**config.mk**
```make
export PLATFORM = sky130hd
export DESIGN_NAME = uart_loader
export DESIGN_NICKNAME = d
export VERILOG_FILES = /design/src/rtl/uart_loader.sv
export SDC_FILE = /design/constraint.sdc
export NUM_CORES = 1
export LEC_CHECK = 0
export CAP_MARGIN = 20
export CELL_PAD_IN_SITES_DETAIL_PLACEMENT = 0
export CELL_PAD_IN_SITES_GLOBAL_PLACEMENT = 1
export CORE_MARGIN = 2
export CORE_UTILIZATION = 42
export CTS_CLUSTER_SIZE = 25
export DETAILED_ROUTE_END_ITERATION = 7
export PLACE_DENSITY_LB_ADDON = 0.1
export SLEW_MARGIN = 20
export SYNTH_ARGS = -nofsm -noshare
export SYNTH_HDL_FRONTEND = slang
export SYNTH_SLANG_ARGS = --single-unit
```
**constraint.sdc**
```tcl
create_clock -name CLK -period 3 [get_ports CLK]
set_input_delay 0.6 -clock CLK [delete_from_list [all_inputs] [get_ports CLK]]
set_output_delay 0.6 -clock CLK [all_outputs]
set_load 0.05 [all_outputs]
```
**src/rtl/uart_loader.sv**
```systemverilog
// UART-driven memory loader: parses W/R packets from the receive FIFO, issues
// word writes/reads on a simple request/ready port and streams read data + ACK back.
module uart_loader #(
    parameter int         ADDR_WIDTH = 16,
    parameter int         TIMEOUT    = 1000000,
    parameter logic [7:0] ACK_BYTE   = 8'h4B
) (
    input  logic                  CLK,
    input  logic                  RST_N,
    input  logic [7:0]            recv_data,
    input  logic                  receivable,
    output logic                  recv_flag,
    input  logic                  sendable,
    output logic                  send_flag,
    output logic [7:0]            send_data,
    output logic [ADDR_WIDTH-1:0] mem_addr,
    output logic [31:0]           mem_wdata,
    output logic                  mem_we,
    output logic                  mem_re,
    input  logic                  mem_ready,
    input  logic [31:0]           mem_rdata,
    output logic                  busy,
    output logic                  err_cmd,
    output logic                  err_timeout
);
    localparam int            TW       = $clog2(TIMEOUT + 1);
    localparam logic [TW-1:0] TMO_LAST = TW'(TIMEOUT - 1);

    typedef enum logic [2:0] {
        S_IDLE, S_HDR, S_WBYTE, S_WMEM, S_RREQ, S_RWAIT, S_RSEND, S_ACK
    } state_t;

    state_t                r_state, w_next;
    logic [1:0]            r_hdr_cnt, r_byte_cnt;
    logic                  r_is_wr;
    logic [23:0]           r_hdr;
    logic [15:0]           r_len;
    logic [31:0]           r_wdata, r_rdata;
    logic [ADDR_WIDTH-1:0] r_addr;
    logic [TW-1:0]         r_tmo;
    logic                  r_err_cmd, r_err_tmo;
    logic                  w_pop, w_push, w_cmd_ok, w_tmo_hit, w_rx_state;

    assign w_cmd_ok   = (recv_data == 8'h57) || (recv_data == 8'h52);
    assign w_rx_state = (r_state == S_HDR) || (r_state == S_WBYTE);
    assign w_tmo_hit  = w_rx_state && !receivable && (r_tmo == TMO_LAST);

    // recv_flag is combinational so the popped byte is the same-cycle head;
    // gating with RST_N keeps it low while reset is held.
    assign recv_flag   = w_pop & RST_N;
    assign send_flag   = w_push;
    assign mem_addr    = r_addr;
    assign mem_wdata   = r_wdata;
    assign busy        = (r_state != S_IDLE);
    assign err_cmd     = r_err_cmd;
    assign err_timeout = r_err_tmo;

    always_ff @(posedge CLK or negedge RST_N) begin
        if (!RST_N) r_state <= S_IDLE;
        else        r_state <= w_next;
    end

    always_comb begin
        w_next    = r_state;
        w_pop     = 1'b0;
        w_push    = 1'b0;
        send_data = 8'h00;
        mem_we    = 1'b0;
        mem_re    = 1'b0;
        case (r_state)
            S_IDLE: begin
                w_pop = receivable;
                if (w_pop && w_cmd_ok) w_next = S_HDR;
            end
            S_HDR: begin
                w_pop = receivable;
                if (w_pop && r_hdr_cnt == 2'd3) begin
                    if ({recv_data, r_hdr[23:16]} == 16'd0) w_next = S_ACK;
                    else                                   w_next = r_is_wr ? S_WBYTE : S_RREQ;
                end else if (w_tmo_hit) w_next = S_IDLE;
            end
            S_WBYTE: begin
                w_pop = receivable;
                if (w_pop && r_byte_cnt == 2'd3) w_next = S_WMEM;
                else if (w_tmo_hit)              w_next = S_IDLE;
            end
            S_WMEM: begin
                mem_we = 1'b1;
                if (mem_ready) w_next = (r_len == 16'd1) ? S_ACK : S_WBYTE;
            end
            S_RREQ: begin
                mem_re = 1'b1;
                if (mem_ready) w_next = S_RWAIT;
            end
            S_RWAIT: w_next = S_RSEND;
            S_RSEND: begin
                send_data = r_rdata[{r_byte_cnt, 3'b000} +: 8];
                w_push    = sendable;
                if (w_push && r_byte_cnt == 2'd3) w_next = (r_len == 16'd1) ? S_ACK : S_RREQ;
            end
            S_ACK: begin
                send_data = ACK_BYTE;
                w_push    = sendable;
                if (w_push) w_next = S_IDLE;
            end
            default: w_next = S_IDLE;
        endcase
    end

    always_ff @(posedge CLK or negedge RST_N) begin
        if (!RST_N) begin
            r_hdr_cnt  <= '0;
            r_byte_cnt <= '0;
            r_is_wr    <= 1'b0;
            r_hdr      <= '0;
            r_len      <= '0;
            r_wdata    <= '0;
            r_rdata    <= '0;
            r_addr     <= '0;
            r_tmo      <= '0;
            r_err_cmd  <= 1'b0;
            r_err_tmo  <= 1'b0;
        end else begin
            r_err_cmd <= (r_state == S_IDLE) && w_pop && !w_cmd_ok;
            r_err_tmo <= w_tmo_hit;
            // Only idle cycles while waiting on the receiver count; stalls elsewhere never do.
            if (w_pop || !w_rx_state) r_tmo <= '0;
            else                      r_tmo <= r_tmo + 1'b1;
            case (r_state)
                S_IDLE: if (w_pop && w_cmd_ok) begin
                    r_is_wr   <= (recv_data == 8'h57);
                    r_hdr_cnt <= 2'd0;
                end
                S_HDR: if (w_pop) begin
                    r_hdr_cnt <= r_hdr_cnt + 1'b1;
                    case (r_hdr_cnt)
                        2'd0: r_hdr[7:0]   <= recv_data;
                        2'd1: r_hdr[15:8]  <= recv_data;
                        2'd2: r_hdr[23:16] <= recv_data;
                        default: begin
                            r_addr     <= ADDR_WIDTH'(r_hdr[15:0]);
                            r_len      <= {recv_data, r_hdr[23:16]};
                            r_byte_cnt <= 2'd0;
                        end
                    endcase
                end
                S_WBYTE: if (w_pop) begin
                    r_wdata[{r_byte_cnt, 3'b000} +: 8] <= recv_data;
                    r_byte_cnt <= r_byte_cnt + 1'b1;
                end
                S_WMEM: if (mem_ready) begin
                    r_addr     <= r_addr + 1'b1;
                    r_len      <= r_len - 1'b1;
                    r_byte_cnt <= 2'd0;
                end
                S_RWAIT: begin
                    r_rdata    <= mem_rdata;
                    r_byte_cnt <= 2'd0;
                end
                S_RSEND: if (w_push) begin
                    r_byte_cnt <= r_byte_cnt + 1'b1;
                    if (r_byte_cnt == 2'd3) begin
                        r_addr <= r_addr + 1'b1;
                        r_len  <= r_len - 1'b1;
                    end
                end
                default: ;
            endcase
        end
    end
endmodule

```
# --- Yosys cells after proc, flatten, opt, wreduce, memory -nomap -nowiden ---
# Index checks and enable logic that the tools add are counted.
totals:
  reg_bits: 150
  in_bits: 45
  out_inout_bits: 63
  word_cells: 125
op_classes:
  addsub: 6
  n_eq_ne: 26
  shifts: 3
  muxes: 41
  n_bitwise: 1
  reduce_logical: 34
op_table:
  columns: ["op", "count"]
  rows:
  - ["16-bit 2-to-1 mux", 10]
  - ["16-bit one-hot mux with 3 select lines", 2]
  - ["3-bit 2-to-1 mux", 11]
  - ["32-bit bitwise mux", 1]
  - ["8-bit by 7-bit variable shift with 32-bit output, first input constant", 1]
  - ["32-bit by 6-bit indexed part select with 8-bit output", 1]
  - ["8-bit by 7-bit indexed part select with 32-bit output", 1]
  - ["3-bit one-hot mux with 8 select lines", 1]
  - ["20-bit by 1-bit adder with 20-bit output, second input constant", 1]
  - ["20-bit equality test, second input constant", 1]
  - ["20-bit 2-to-1 mux", 1]
  - ["2-bit inequality test, second input constant", 10]
  - ["16-bit by 1-bit adder with 16-bit output, second input constant", 1]
  - ["16-bit by 1-bit equality test with 1-bit output, second input constant", 1]
  - ["8-bit by 7-bit equality test with 1-bit output, second input constant", 2]
  - ["16-bit zero test", 1]
  - ["2-bit 2-to-1 mux", 8]
  - ["8-bit one-hot mux with 2 select lines", 1]
  - ["16-bit by 1-bit subtractor with 16-bit output, second input constant", 1]
  - ["3-bit equality test, second input constant", 4]
  - ["3-bit AND reduction", 4]
  - ["6-bit AND reduction", 2]
  - ["2-bit one-hot mux with 5 select lines", 1]
  - ["1-bit logical AND", 9]
  - ["other kinds (21)", 35]

# --- Depth between registers and ports, before layout ---
depth:
  ltp_word: 7
  ltp_mapped: 8
  ltp_nobuf: 6

# --- Worst setup path after synthesis ---
# OpenSTA, ideal clock, no wires.
synth_timing:
  path_type: "register to output"
  from: "reg r_byte_cnt[0]"
  to: "out send_data[2]"
  arrival_ns: 1.911
  slack_ns: 0.489
  stages_incl_launch_ff: 4
  cell_sequence: "dfrtp_1 buf_1 mux4_2 nor2b_1"
synth_via:
  elab_chain_len: 2
synth_lines:
  columns: ["item", "line_no", "source"]
  rows:
  - ["start, declared", "34", "logic [1:0] r_hdr_cnt, r_byte_cnt;"]
  - ["start signal, assigned", "149", "r_byte_cnt <= r_byte_cnt + 1'b1;"]
  - ["start signal, assigned", "161", "r_byte_cnt <= r_byte_cnt + 1'b1;"]
  - ["32-bit by 6-bit indexed part select with 8-bit output", "97", "send_data = r_rdata[{r_byte_cnt, 3'b000} +: 8];"]
  - ["8-bit one-hot mux with 2 select lines", "70", "case (r_state)"]
  - ["end, declared", "15", "output logic [7:0] send_data,"]
# Every way passes these cells.

# --- Final worst setup path ---
layout_timing:
  from: "reg r_byte_cnt[0]"
  to: "out send_data[6]"
# Same word-level chain as after synthesis.

==> reports/qor.csv <==
stage,metric,value,unit
outcome,status,completed,
die,DIE WIDTH,138,um
timing,max-slew violations,0,
synth,syn nets,821,
timing,fin crit share,93.6,%
cells_and_area,Reg area,3750,sq um
synth,#FFs+latches synth,150,
route,initial DRC count,324,
power_and_ir_drop,Static Leak,0.00389,uW
grt,largest net degree at the start of global routing,151,
critical_path,"CP delay by family, top",flip-flops,
power_and_ir_drop,worst vdd ir,598,uV
route,ANT nets after route,0,
critical_path,slowest CP cell,dfrtp_1,
timing,RSZ-0062 raised after global routing,false,
placement,GPL Wtd Cong,0.843,
timing,setup TNS,0,ns
cells_and_area,share of post-route cells with drive strength above 1,14.8,%
route,drt drc,0,
synth,asr flop ratio synth,100,%
synth,Synth Area in Simple Gates,17.9,%
clock_tree,Sink Count,150,
critical_path,CP startpoint kind,flip-flop,
cells_and_area,antenna cells,0,
clock_tree,post-CTS setup buffer count,0,
clock_tree,post-cts sizing count,0,
grt,first-pass GRT wire length,32.1,mm
synth,proportion of synthesized area in mux cells,11.1,%
critical_path,Worst Path Required,2.40,ns
synth,yosys warns,0,
critical_path,delay of the slowest cell on the worst path,0.84,ns
synth,Synth Area in Compound Gates,13.1,%
job,number of max-cap violations,0,
clock_tree,H-tree levels,4,
timing,"Hold Vio Cnt, Final",0,
die,CORE AREA,17400,sq um
route,Avg WL per Cell,17.9,um
critical_path,Worst Setup End Kind,primary output,
synth,area fraction of the dominant cell type after synthesis,50.0,%
critical_path,CP Max Fanout,15,
clock_tree,worst skew pair latency,0.43,ns
critical_path,crit path cell chain,mux4_2 -> nor2_1 -> nor2_1 -> buf_4,
timing,Peak Freq,0.356,GHz
placement,dpl hpwl,13.4,mm
critical_path,CP bufs+invs,1,
grt,grt total ovfl,0,
die,Die ar.,19000,sq um
clock_tree,TritonCTS Buffers,17,
synth,Syn Inst Count,761,
cells_and_area,Synth-to-Final Area Change,25.2,%
synth,post-synthesis cell area,7500,sq um
grt,number of global-route vias before repair,6055,
critical_path,worst reg2reg path depth,6,
synth,cell taking the most area after synthesis,dfrtp_1,
grt,initial antenna violation count,0,
worst_hold_path,worst min-delay path class,input pin to asynchronous set/reset pin,
timing,Slew @ Worst Pin,0.848,ns
timing,final setup margin,0.192,ns
critical_path,WP data arrival,2.21,ns
cells_and_area,"commonest cells after routing, fill and taps aside","150 x dfrtp_1, 112 x nand2_1, 95 x clkdlybuf4s50_1",
synth,Netlist cell types,53,
synth,"top cells by area, synth","dfrtp_1 50%, mux2_2 8.3%, nand2_1 5.6%, o21ai_0 4.9%, nor2_1 3.1%",
die,die height,138,um
synth,Post-synth EDFFs,0,
synth,Syn Area/Cell,9.86,sq um
die,IO Count,108,
synth,post-synthesis xor/xnor area fraction,1.75,%
grt,All-Layer GR Usage,22.1,%
synth,ys flop type,dfrtp_1,
clock_tree,"Hold-fix buffers, CTS",0,
placement,pre-CTS worst setup slack,0.442,ns
clock_tree,"Reg clk slew, reported paths",0.06,ns
synth,"Seq/Total Area, Yosys",50.0,%
clock_tree,Clock Root Buffer,clkbuf_16,
synth,Synth Area in Adders,2.50,%
power_and_ir_drop,P per Cell Area,993,nW/um^2
critical_path,cell repeated most along the worst path,nor2_1,
timing,Setup Skew,0.0157,ns
clock_tree,CTS tree,done,
timing,relative slew slack,43.4,%
route,WL final,19.7,mm
die,num rows,48,
critical_path,CP Class,flip-flop to primary output,
die,Initial Utilization,43.2,%
clock_tree,CTS Buffer Depth,2,
timing,final setup fails,0,
cells_and_area,Nets,923,
cells_and_area,filler cell count,1579,
critical_path,Stages on worst setup path,4,
route,total number of vias,6071,
route,Via density,5.51,
cells_and_area,"commonest non-fill, non-tap cell in the layout",dfrtp_1,
cells_and_area,area occupied by multi-input gates,3470,sq um
placement,Port Buf Inserts,107,
timing,min Tclk post-route,2.81,ns
route,First-pass DRT Iterations,5,
synth,largest family of logic cells by synthesized area,simple AND/OR/NAND/NOR gates,
## metal layers
layer  vias up  share of wire, %  GRT usage [%]
li1       2898                 -              -
met1      3002                45           29.0
met2       153                49           36.2
met3        18               5.1           5.56
met4         0               1.0           6.70
met5         -                 0              0
## state kept, by name (all words and copies together) (netlist names)
signal / flops
err_cmd: 1
err_timeout: 1
mem_addr: 16
mem_wdata: 32
r_byte_cnt: 2
r_hdr: 24
r_hdr_cnt: 2
r_is_wr: 1
r_len: 16
r_rdata: 32
r_state: 3
r_tmo: 20
## kinds of logic after synthesis
| family | after synthesis |
|---|---|
| AO/OA/AOI/OAI | 166 |
| XOR/XNOR | 15 |
| adder cells (fa/ha/maj) | 15 |
| buffers and inverters | 63 |
| flip-flops | 150 |
| multiplexers | 66 |
| AND/OR/NAND/NOR | 286 |
## synthesized netlist by cell type, drive strengths merged (4+ instances only)
master / count
dfrtp: 150
nand2: 113
o21ai: 74
nor2: 61
mux2: 56
a21oi: 39
clkbuf: 33
nand3: 25
inv: 17
ha: 15
nor3: 14
buf: 13
nor4: 11
o22ai: 10
or3: 9
a2bb2oi: 8
and2: 8
mux4: 8
xor2: 8
nand2b: 7
nand4: 7
nor3b: 7
o2bb2ai: 7
xnor2: 7
and3: 6
and4: 6
a31oi: 4
nor2b: 4
o31ai: 4
## worst paths after layout
kind                       slack, ns                       from                   endpoint
max                             0.19  r_byte_cnt[0]$_DFFE_PN0P_               send_data[6]
min                             0.30                      RST_N    mem_addr[1]$_DFFE_PN0P_
max reg2reg                     0.57  r_byte_cnt[0]$_DFFE_PN0P_      r_len[15]$_DFFE_PN0P_
min reg2reg                     0.45         r_tmo[0]$_DFF_PN0_         r_tmo[0]$_DFF_PN0_
max in group asynchronous       2.03                      RST_N  r_byte_cnt[0]$_DFFE_PN0P_
min in group CLK                0.45         r_tmo[0]$_DFF_PN0_         r_tmo[0]$_DFF_PN0_
## through the flow
stage	cell area, sq um	power, uW	utilization (%)	instances	hold WS (ns)
2_1_floorplan	7500	6020	-	761	0.304
3_3_place_gp	8810	7130	50.7	1069	0.435
3_5_place_dp	8810	7250	50.7	1069	0.450
4_1_cts	9390	9390	54.1	1101	0.401
5_1_grt	9390	9940	54.1	1101	0.391
6_report	9390	9320	54.1	1101	0.300
## layout make-up
| cell class | instances | share of cell area [%] |
|---|---|---|
| multi-input combinational | 548 | 37.0 |
| inverter | 17 | 0.679 |
| clock buffer | 21 | 4.90 |
| timing repair buffer | 129 | 13.1 |
| sequential | 150 | 40.0 |
| tap | 225 | 3.00 |
| clock inverter | 11 | 1.32 |
## power by group
part	switching, uW	total, uW	internal, uW	leakage, uW
Combinational	2340	3970	1630	0.00168
Sequential	563	3240	2670	0.00194
Clock	850	2120	1270	0.000279
Power figures use the tool's default switching activity.
